`src/rtl/apb_slave_regfile.sv`:
```
// apb_slave_regfile: APB completer serving a DEPTH x 8 register file plus a
// wait-state configuration register, stretching each access with ready held low.
module apb_slave_regfile #(
    parameter logic [1:0] SEL_ID     = 2'd1,
    parameter int         DEPTH      = 16,
    parameter logic [7:0] WAIT_ADDR  = 8'hFF,
    parameter logic [7:0] WAIT_RESET = 8'd0
) (
    input  logic       clk,
    input  logic       reset,
    input  logic [1:0] sel,
    input  logic       enable,
    input  logic       write,
    input  logic [7:0] addr,
    input  logic [7:0] wdata,
    output logic [7:0] rdata,
    output logic       ready,
    output logic       err,
    output logic [1:0] state_dbg
);
    // Handshake: a transfer is offered with sel==SEL_ID and enable low (setup),
    // then held with enable high; it completes in the single cycle ready=1, and
    // rdata/err are meaningful only in that cycle.
    localparam int AW = (DEPTH > 1) ? $clog2(DEPTH) : 1;

    typedef enum logic [1:0] {
        IDLE   = 2'd0,
        SETUP  = 2'd1,
        ACCESS = 2'd2
    } state_t;

    state_t        state;
    state_t        state_next;
    logic [7:0]    mem [DEPTH];
    logic [7:0]    wait_reg;
    logic [7:0]    wait_cnt;
    logic [7:0]    lat_addr;
    logic [7:0]    lat_wdata;
    logic          lat_write;
    logic          selected;
    logic          in_range;
    logic          is_wait;
    logic [AW-1:0] mem_idx;

    assign selected  = (sel == SEL_ID);
    assign in_range  = (lat_addr < 8'(DEPTH));
    assign is_wait   = (lat_addr == WAIT_ADDR);
    assign mem_idx   = lat_addr[AW-1:0];
    assign state_dbg = state;

    always_comb begin
        state_next = state;
        unique case (state)
            IDLE:    if (selected && !enable) state_next = SETUP;
            SETUP:   state_next = (selected && enable) ? ACCESS : IDLE;
            ACCESS:  if (!selected || wait_cnt == 8'd0) state_next = IDLE;
            default: state_next = IDLE;
        endcase
    end

    // Read data comes from the address latched at setup, never the live bus.
    always_comb begin
        ready = (state == ACCESS) && (wait_cnt == 8'd0) && selected;
        err   = ready && !in_range && !is_wait;
        rdata = 8'd0;
        if (ready && !lat_write) begin
            if (in_range)     rdata = mem[mem_idx];
            else if (is_wait) rdata = wait_reg;
            else              rdata = 8'hFF;
        end
    end

    always_ff @(posedge clk) begin
        if (reset) begin
            state     <= IDLE;
            wait_reg  <= WAIT_RESET;
            wait_cnt  <= 8'd0;
            lat_addr  <= 8'd0;
            lat_wdata <= 8'd0;
            lat_write <= 1'b0;
            for (int i = 0; i < DEPTH; i++) mem[i] <= 8'd0;
        end else begin
            state <= state_next;
            if (state == IDLE && selected && !enable) begin
                lat_addr  <= addr;
                lat_wdata <= wdata;
                lat_write <= write;
                wait_cnt  <= wait_reg;
            end else if (state == ACCESS && selected && wait_cnt != 8'd0) begin
                wait_cnt <= wait_cnt - 8'd1;
            end
            // A wait_reg update here only reaches the next transfer's wait_cnt.
            if (ready && lat_write) begin
                if (in_range)     mem[mem_idx] <= lat_wdata;
                else if (is_wait) wait_reg     <= lat_wdata;
            end
        end
    end
endmodule

```
`config.mk`:
```
export PLATFORM = sky130hd
export DESIGN_NAME = apb_slave_regfile
export DESIGN_NICKNAME = d
export VERILOG_FILES = /design/src/rtl/apb_slave_regfile.sv
export SDC_FILE = /design/constraint.sdc
export NUM_CORES = 1
export LEC_CHECK = 0
export ABC_AREA = 1
export CAP_MARGIN = 20
export CORE_MARGIN = 1
export CORE_UTILIZATION = 54
export CTS_CLUSTER_DIAMETER = 200
export CTS_CLUSTER_SIZE = 30
export DETAILED_ROUTE_END_ITERATION = 16
export GPL_ROUTABILITY_DRIVEN = 0
export PLACE_DENSITY = 0.75
export SYNTH_ARGS = -nofsm -noshare
export SYNTH_HDL_FRONTEND = slang
export SYNTH_SLANG_ARGS = --single-unit
export TNS_END_PERCENT = 10
```
`constraint.sdc`:
```
create_clock -name clk -period 2.3 [get_ports clk]
set_clock_uncertainty 0.1 [all_clocks]
set_input_delay 0.46 -clock clk [delete_from_list [all_inputs] [get_ports clk]]
set_output_delay 0.46 -clock clk [all_outputs]
set_load 0.03 [all_outputs]
```
==> flow_summary_export.csv, run 1 <==
group,metric,value,unit
run_status,run_status,"finished with violations",
run_status,violations,"setup timing",
critical_path,path_max_fanout,7,
cells_and_area,drive_gt1_frac,0.260,
clock_network,cts_buffers,17,
min_path,min_path_cells,2,
critical_path,worstRegToRegCells,13,
clock_network,htreeDepth,4,
drt,wl_per_cell,19.0,um
drt,first_iter_violations,790,
timing,slew_headroom,0.549,
place,hpwlAfterDp,13200,um
timing,finalWorstSetupSlack,-220,ps
synthesis,synth_area_leaders,"edfxtp_1 50%, dfxtp_1 10%, nand2_1 9.9%, nand3_1 8.1%, nor2_1 7.7%",
clock_network,cts.path.max_buffers,2,
critical_path,crit_chain,"buf_12 -> buf_16 -> nand2_1 -> nand3_2 -> nand3_2 -> nand3_2 -> nand2_2 -> a21oi_2 -> buf_6",
global_routing,grt.overflow.total,0,
synthesis,synth_fp_nets,877,
die,rows,43,
drt,post-route-drc-count,0,
cells_and_area,regArea,0.00463,mm2
critical_path,critical_path_class,"flip-flop to primary output",
clock_network,clk_pin_slew,60,ps
synthesis,syn_area_per_cell,9.08,um2
drt,totalWireLength,21900,um
clock_network,cts-root-buf,"clkbuf_16",
cells_and_area,fillers,937,
power_and_ir_drop,power_density,715,mW/mm2
place,port_buffers,33,
synthesis,synth_seq_area_share,0.596,
cells_and_area,utilization,0.732,
critical_path,reg2reg_from,"state_dbg[1]$_SDFFE_PP0P_",
min_path,min_from,"lat_wdata[7]$_SDFFE_PP0P_",
timing,rsz0062_at_grt,"yes",
timing,worst_slew_pin_slew,674,ps
synthesis,synth_cell_types,30,
global_routing,grt_usage,0.303,
global_routing,first_global_vias,6224,
power_and_ir_drop,total_power,7300,uW
clock_network,clkLatencyLatePin,430,ps
critical_path,cp_common_cell,"nand3_2",
power_and_ir_drop,leakagePower,0.00399,uW
die,die_width,122,um
power_and_ir_drop,ir_worst_vdd,512,uV
die,die_area,0.0148,mm2
synthesis,synthCells,854,
critical_path,required,1740,ps
timing,hold_violations,0,
global_routing,grt_max_degree,33,
min_path,hold_class,"flip-flop to flip-flop",
synthesis,syn_area,0.00776,mm2
global_routing,grt_first_pass_wirelength,32600,um
die,dieHeight,122,um
cells_and_area,antenna_cells,0,
clock_network,cts_hold_buf,0,
synthesis,yosysTopAreaCellShare,0.496,
clock_network,cts_sinks,167,
drt,vias,6591,
timing,slew_violations,0,
cells_and_area,top_register,"mem",
synthesis,yosys.area.top_type,"edfxtp_1",
synthesis,ys_warn_count,0,
timing,period_needed,2520,ps
min_path,hold-path-endpoint,"lat_wdata[7]$_SDFFE_PP0P_",
cells_and_area,area_growth,31.5,%
cells_and_area,largest_reg_flops,128,
cells_and_area,stdcell_count,1154,
timing,min_period_over_period,1.10,
flow_run,max_cap_violations,0,
place,dp.cells,1096,
clock_network,cts_tree,"yes",
cells_and_area,multiInputGateArea,0.00306,mm2
critical_path,critPathSlowestCell,"dfxtp_4",
die,core_region_area,0.0139,mm2
timing,finalSetupViolations,74,
global_routing,antenna_found_initial,0,
critical_path,r2r_slack,-80,ps
synthesis,yosys_register_bits,167,
cells_and_area,nNetsFinal,984,
drt,drt_first_pass_iters,5,
critical_path,r2r_end,"mem[9][1]$_SDFFCE_PN0P_",
die,ios,34,
drt,viasPerCell,5.71,
timing,fmax,397,MHz
critical_path,arrival,1960,ps
drt,ant_nets,0,
die,initial_core_util,0.557,
critical_path,start_kind,"flip-flop",
critical_path,max_stage_delay,440,ps
critical_path,worst_setup_path_end_kind,"primary output",
-- layout make-up --
cell class              count  share of cell area
multi-input cells         588               0.300
flip-flops and latches    167               0.454
repair buffers            131               0.137
clock inverters            14              0.0226
clock buffers              18              0.0421
well taps                 180              0.0221
inverters                  56              0.0218
-- cells in the final DEF, fill, tap and decap left out, drive strengths merged --
cell type,count
xor2,1
clkbuf,20
nand3,143
clkinv,18
nand2,207
bufinv,6
ha,1
edfxtp,128
dfxtp,39
inv,44
a21oi,30
nand4,4
o21ai,26
nor3,3
xnor2,1
clkdlybuf4s50,21
o21a,1
buf,106
nor2,171
dlygate4sd2,2
clkinvlp,2
-- synth_stat cells --
master,n
ha_1,1
buf_1,5
o21a_1,1
nand4_1,4
buf_12,1
dfxtp_1,39
nor3_4,1
clkinv_1,10
clkinv_2,1
nor2_8,1
nor2_2,9
xnor2_1,1
nand2_1,204
a21oi_1,30
nand3_1,125
clkbuf_1,35
nand3_2,8
inv_1,42
nand2_4,1
nor2_4,2
nor3_1,1
nor3_2,1
buf_2,2
nor2_1,159
o21ai_0,26
nand3_4,10
xor2_1,1
edfxtp_1,128
nand2_2,2
inv_2,3
-- per-layer routing --
metal,GRT usage,vias up,wire (um)
met4,0.132,0,833
met5,0,-,0
met1,0.379,3077,8390
met3,0.0562,74,1890
li1,-,3054,-
met2,0.513,386,10800
-- worst max path at each step --
stage	from	to	slack [ps]
6_report	flip-flop	rdata[5]	-220
3_5_place_dp	sel[0]	rdata[7]	-210
2_1_floorplan	state_dbg[1]$_SDFFE_PP0P_	rdata[1]	-140
3_3_place_gp	sel[0]	mem[13][5]$_SDFFCE_PN0P_	-170
5_1_grt	wait_cnt[4]$_SDFFE_PP0P_	rdata[5]	-270
4_1_cts	wait_cnt[0]$_SDFFE_PP0P_	rdata[6]	-160
-- stage by stage --
step                      hold WS, ps  setup TNS, ps  setup WS, ps  area [um2]
after floorplan                   347           -811          -135        7760
after global placement            347         -17470          -168        8840
after detailed placement          350         -17840          -209        8840
after CTS                         360          -1270          -163        9940
after global routing              385         -14610          -273       10200
final                             359          -3180          -220       10200
-- cells by family after synthesis --
family | synth area share
compound gates | 0.0371
xor+xnor | 0.00226
fa+ha+maj | 0.00161
buf+inv | 0.0505
flops | 0.596
simple gates | 0.312
-- where the power goes --
group | total (uW) | leakage, uW | internal (uW) | switching [uW]
logic | 738 | 0.00204 | 279 | 459
registers | 3380 | 0.00164 | 3330 | 48.0
clock network | 3180 | 0.000317 | 2030 | 1150
total | 7300 | 0.00399 | 5640 | 1660
-- critical path: cells and delay by family, from the launching register on --
| kind | cells | cell delay [ps] |
|---|---|---|
| AOI/OAI and AO/OA | 1 | 180 |
| buffers and inverters | 3 | 450 |
| DFF | 1 | 440 |
| and+or+nand+nor | 5 | 450 |
-- what timing repair did --
action,CTS,global route
setup endpoints to repair,9,145
setup buffers,16,5
hold endpoints to repair,0,0
cloned,3,2
gates resized for setup,70,40
pin swaps,19,19
Power figures use the tool's default switching activity.
==> run 2: changes to the inputs <==
--- a/config.mk
+++ b/config.mk
@@ -14,6 +14,7 @@
 export DETAILED_ROUTE_END_ITERATION = 16
 export GPL_ROUTABILITY_DRIVEN = 0
 export PLACE_DENSITY = 0.75
+export SLEW_MARGIN = 20
 export SYNTH_ARGS = -nofsm -noshare
 export SYNTH_HDL_FRONTEND = slang
 export SYNTH_SLANG_ARGS = --single-unit
==> results of run 2 <==
The final DEF is identical to that of run 1; final timing and power are the same.
==> run 3: changes to the inputs <==
--- a/config.mk
+++ b/config.mk
@@ -13,7 +13,7 @@
 export CTS_CLUSTER_SIZE = 30
 export DETAILED_ROUTE_END_ITERATION = 16
 export GPL_ROUTABILITY_DRIVEN = 0
-export PLACE_DENSITY = 0.75
+export PLACE_DENSITY = 0.72
 export SLEW_MARGIN = 20
 export SYNTH_ARGS = -nofsm -noshare
 export SYNTH_HDL_FRONTEND = slang
==> constraint.sdc (replaced) <==
create_clock -name clk -period 3.22 [get_ports clk]
set_clock_uncertainty 0.1 [all_clocks]
set_input_delay 0.644 -clock clk [delete_from_list [all_inputs] [get_ports clk]]
set_output_delay 0.644 -clock clk [all_outputs]
set_load 0.03 [all_outputs]
==> run 3 against run 2 <==
Effect of this change: flip-flop and latch count unchanged; total power decreased by 34%; combinational power decreased by 50%; core utilization decreased by 9.9 points; routed wire length decreased by 9.2%; register-to-register slack improved by 800 ps; first-iteration DRC count decreased by 6.3%; critical path depth decreased by 2; highest routed layer unchanged; the run now ends clean; sequential power decreased by 29%; sequential share of layout area increased by 7.1 points; critical path type unchanged.
==> flow_summary_export.csv, run 3 (same netlist as run 1, synthesis figures left out) <==
group,metric,value,unit
clock_network,cts_setup_buffers,0,
power_and_ir_drop,intPower,3710,uW
global_routing,grt.overflow.total,0,
cells_and_area,top_register,"mem",
timing,slew_headroom,0.307,
critical_path,path_max_fanout,32,
cells_and_area,largest_reg_flops,128,
cells_and_area,utilization,0.632,
die,rows,43,
critical_path,r2r_slack,720,ps
drt,totalWireLength,19900,um
die,die_area,0.0148,mm2
cells_and_area,antenna_cells,0,
global_routing,grt_usage,0.288,
clock_network,cts_tree,"yes",
power_and_ir_drop,clockPowerShare,0.423,
clock_network,htreeDepth,4,
power_and_ir_drop,p_comb_frac,0.076,
flow_run,max_cap_violations,0,
timing,finalWorstSetupSlack,114,ps
drt,viasPerCell,5.73,
drt,drt_first_pass_iters,6,
clock_network,cts.path.max_buffers,2,
cells_and_area,area_growth,13.6,%
drt,ant_nets,0,
cells_and_area,layout_common_cells,"204 x nand2_1, 159 x nor2_1, 128 x edfxtp_1, 124 x nand3_1, 41 x inv_1",
clock_network,cts_hold_buf,0,
cells_and_area,final_common_cell,"nand2_1",
global_routing,grt_first_pass_wirelength,30800,um
timing,whs,369,ps
timing,min_period_over_period,0.965,
global_routing,grt_max_degree,65,
critical_path,cp_common_cell,"nand3_1",
drt,wl_per_cell,18.7,um
die,core_region_area,0.0139,mm2
timing,period_needed,3110,ps
die,dieHeight,122,um
clock_network,clkLatencyLatePin,430,ps
power_and_ir_drop,p_switching,1110,uW
place,port_buffers,33,
drt,vias,6109,
die,ios,34,
clock_network,cts_buffers,17,
clock_network,clk_pin_slew,60,ps
critical_path,crit_chain,"clkinvlp_4 -> nand3_1 -> nand3_1 -> nand3_1 -> nand2_1 -> a21oi_1 -> buf_4",
min_path,hold_class,"flip-flop to flip-flop",
global_routing,antenna_found_initial,0,
power_and_ir_drop,seqPwrFrac,0.500,
critical_path,critPathSlowestCell,"clkinvlp_4",
timing,fmax,322,MHz
timing,worst_slew_pin_slew,1040,ps
drt,first_iter_violations,740,
critical_path,worst_setup_path_end_kind,"primary output",
timing,slew_violations,0,
timing,hold_violations,0,
cells_and_area,drive_gt1_frac,0.0981,
power_and_ir_drop,leakagePower,0.00333,uW
critical_path,start_kind,"flip-flop",
clock_network,cts_sinks,167,
die,die_width,122,um
critical_path,max_stage_delay,480,ps
timing,finalSetupViolations,0,
place,hpwlAfterDp,13000,um
drt,post-route-drc-count,0,
clock_network,cts-root-buf,"clkbuf_16",
power_and_ir_drop,power_density,547,mW/mm2
critical_path,arrival,2360,ps
critical_path,required,2480,ps
cells_and_area,nNetsFinal,897,
global_routing,first_global_vias,5886,
place,place_ws,251,ps
timing,rsz0062_at_grt,"no",
die,initial_core_util,0.557,
run_status,run_status,"complete, no violations",
timing,final.setup.tns,0,ps
power_and_ir_drop,ir_worst_vdd,347,uV
power_and_ir_drop,p_sw_frac,0.230,
critical_path,critical_path_class,"flip-flop to primary output",
==> run 3: cell types whose count changed in the layout (fill, tap and decap cells not counted), moves of 7 or more <==
cell / previous run / this run
buf_12: 17 / 2
buf_4: 73 / 18
nand3_2: 51 / 9
nand2_1: 189 / 204
a21oi_1: 23 / 30
nand2_2: 15 / 2
buf_6: 12 / 0
nand3_1: 82 / 124
==> run 3: final cells by class <==
cell class	instances	area, um2
clock buffer	25	498
clock inverter	7	87.6
fill	1116	5120
inverter	56	215
multi-input combinational	588	2750
sequential	167	4630
tap	180	225
timing repair buffer	44	415
==> run 3: path summary, 6_finish.rpt <==
kind,cells past startpoint,endpoint,start
hold / removal,2,lat_addr[5]$_SDFFE_PP0P_,lat_addr[5]$_SDFFE_PP0P_
hold reg to reg,2,lat_addr[5]$_SDFFE_PP0P_,lat_addr[5]$_SDFFE_PP0P_
setup / recovery,7,rdata[5],flip-flop
setup reg to reg,9,mem[9][1]$_SDFFCE_PN0P_,wait_cnt[0]$_SDFFE_PP0P_
==> run 3: critical path, delay by kind of cell, from the launching register on <==
kind | cells | cell delay, ps
AOI/OAI and AO/OA | 1 | 170
buffers and inverters | 2 | 670
DFF | 1 | 370
and+or+nand+nor | 4 | 720
==> run 3: stage by stage <==
step	area [um2]	cells	power, uW
after floorplan	7760	854	2670
after global placement	8220	1035	2810
after detailed placement	8220	1035	2820
after CTS	8800	1067	4820
after global routing	8810	1067	4940
final	8810	1067	4820
==> run 3: layer usage <==
| metal | share of wire | wire length, um | global-route usage | vias to the layer above |
|---|---|---|---|---|
| met3 | 0.097 | 1920 | 0.0655 | 49 |
| met1 | 0.41 | 8060 | 0.383 | 2849 |
| li1 | - | - | - | 2871 |
| met4 | 0.031 | 614 | 0.133 | 0 |
| met5 | 0 | 0 | 0 | - |
| met2 | 0.47 | 9300 | 0.450 | 340 |
==> run 3: power groups by stage <==
stage | sequential (uW) | clock [uW] | combinational [uW]
2_1_floorplan | 2450 | 0 | 228
3_3_place_gp | 2460 | 0 | 351
3_5_place_dp | 2460 | 0 | 358
4_1_cts | 2410 | 2040 | 361
5_1_grt | 2420 | 2120 | 396
6_report | 2410 | 2040 | 368
==> run 3: what timing repair did <==
item / CTS / global route
hold endpoints to repair: 0 / 0
gates resized for setup: 0 / 2
endpoints found under the setup margin: 0 / 7
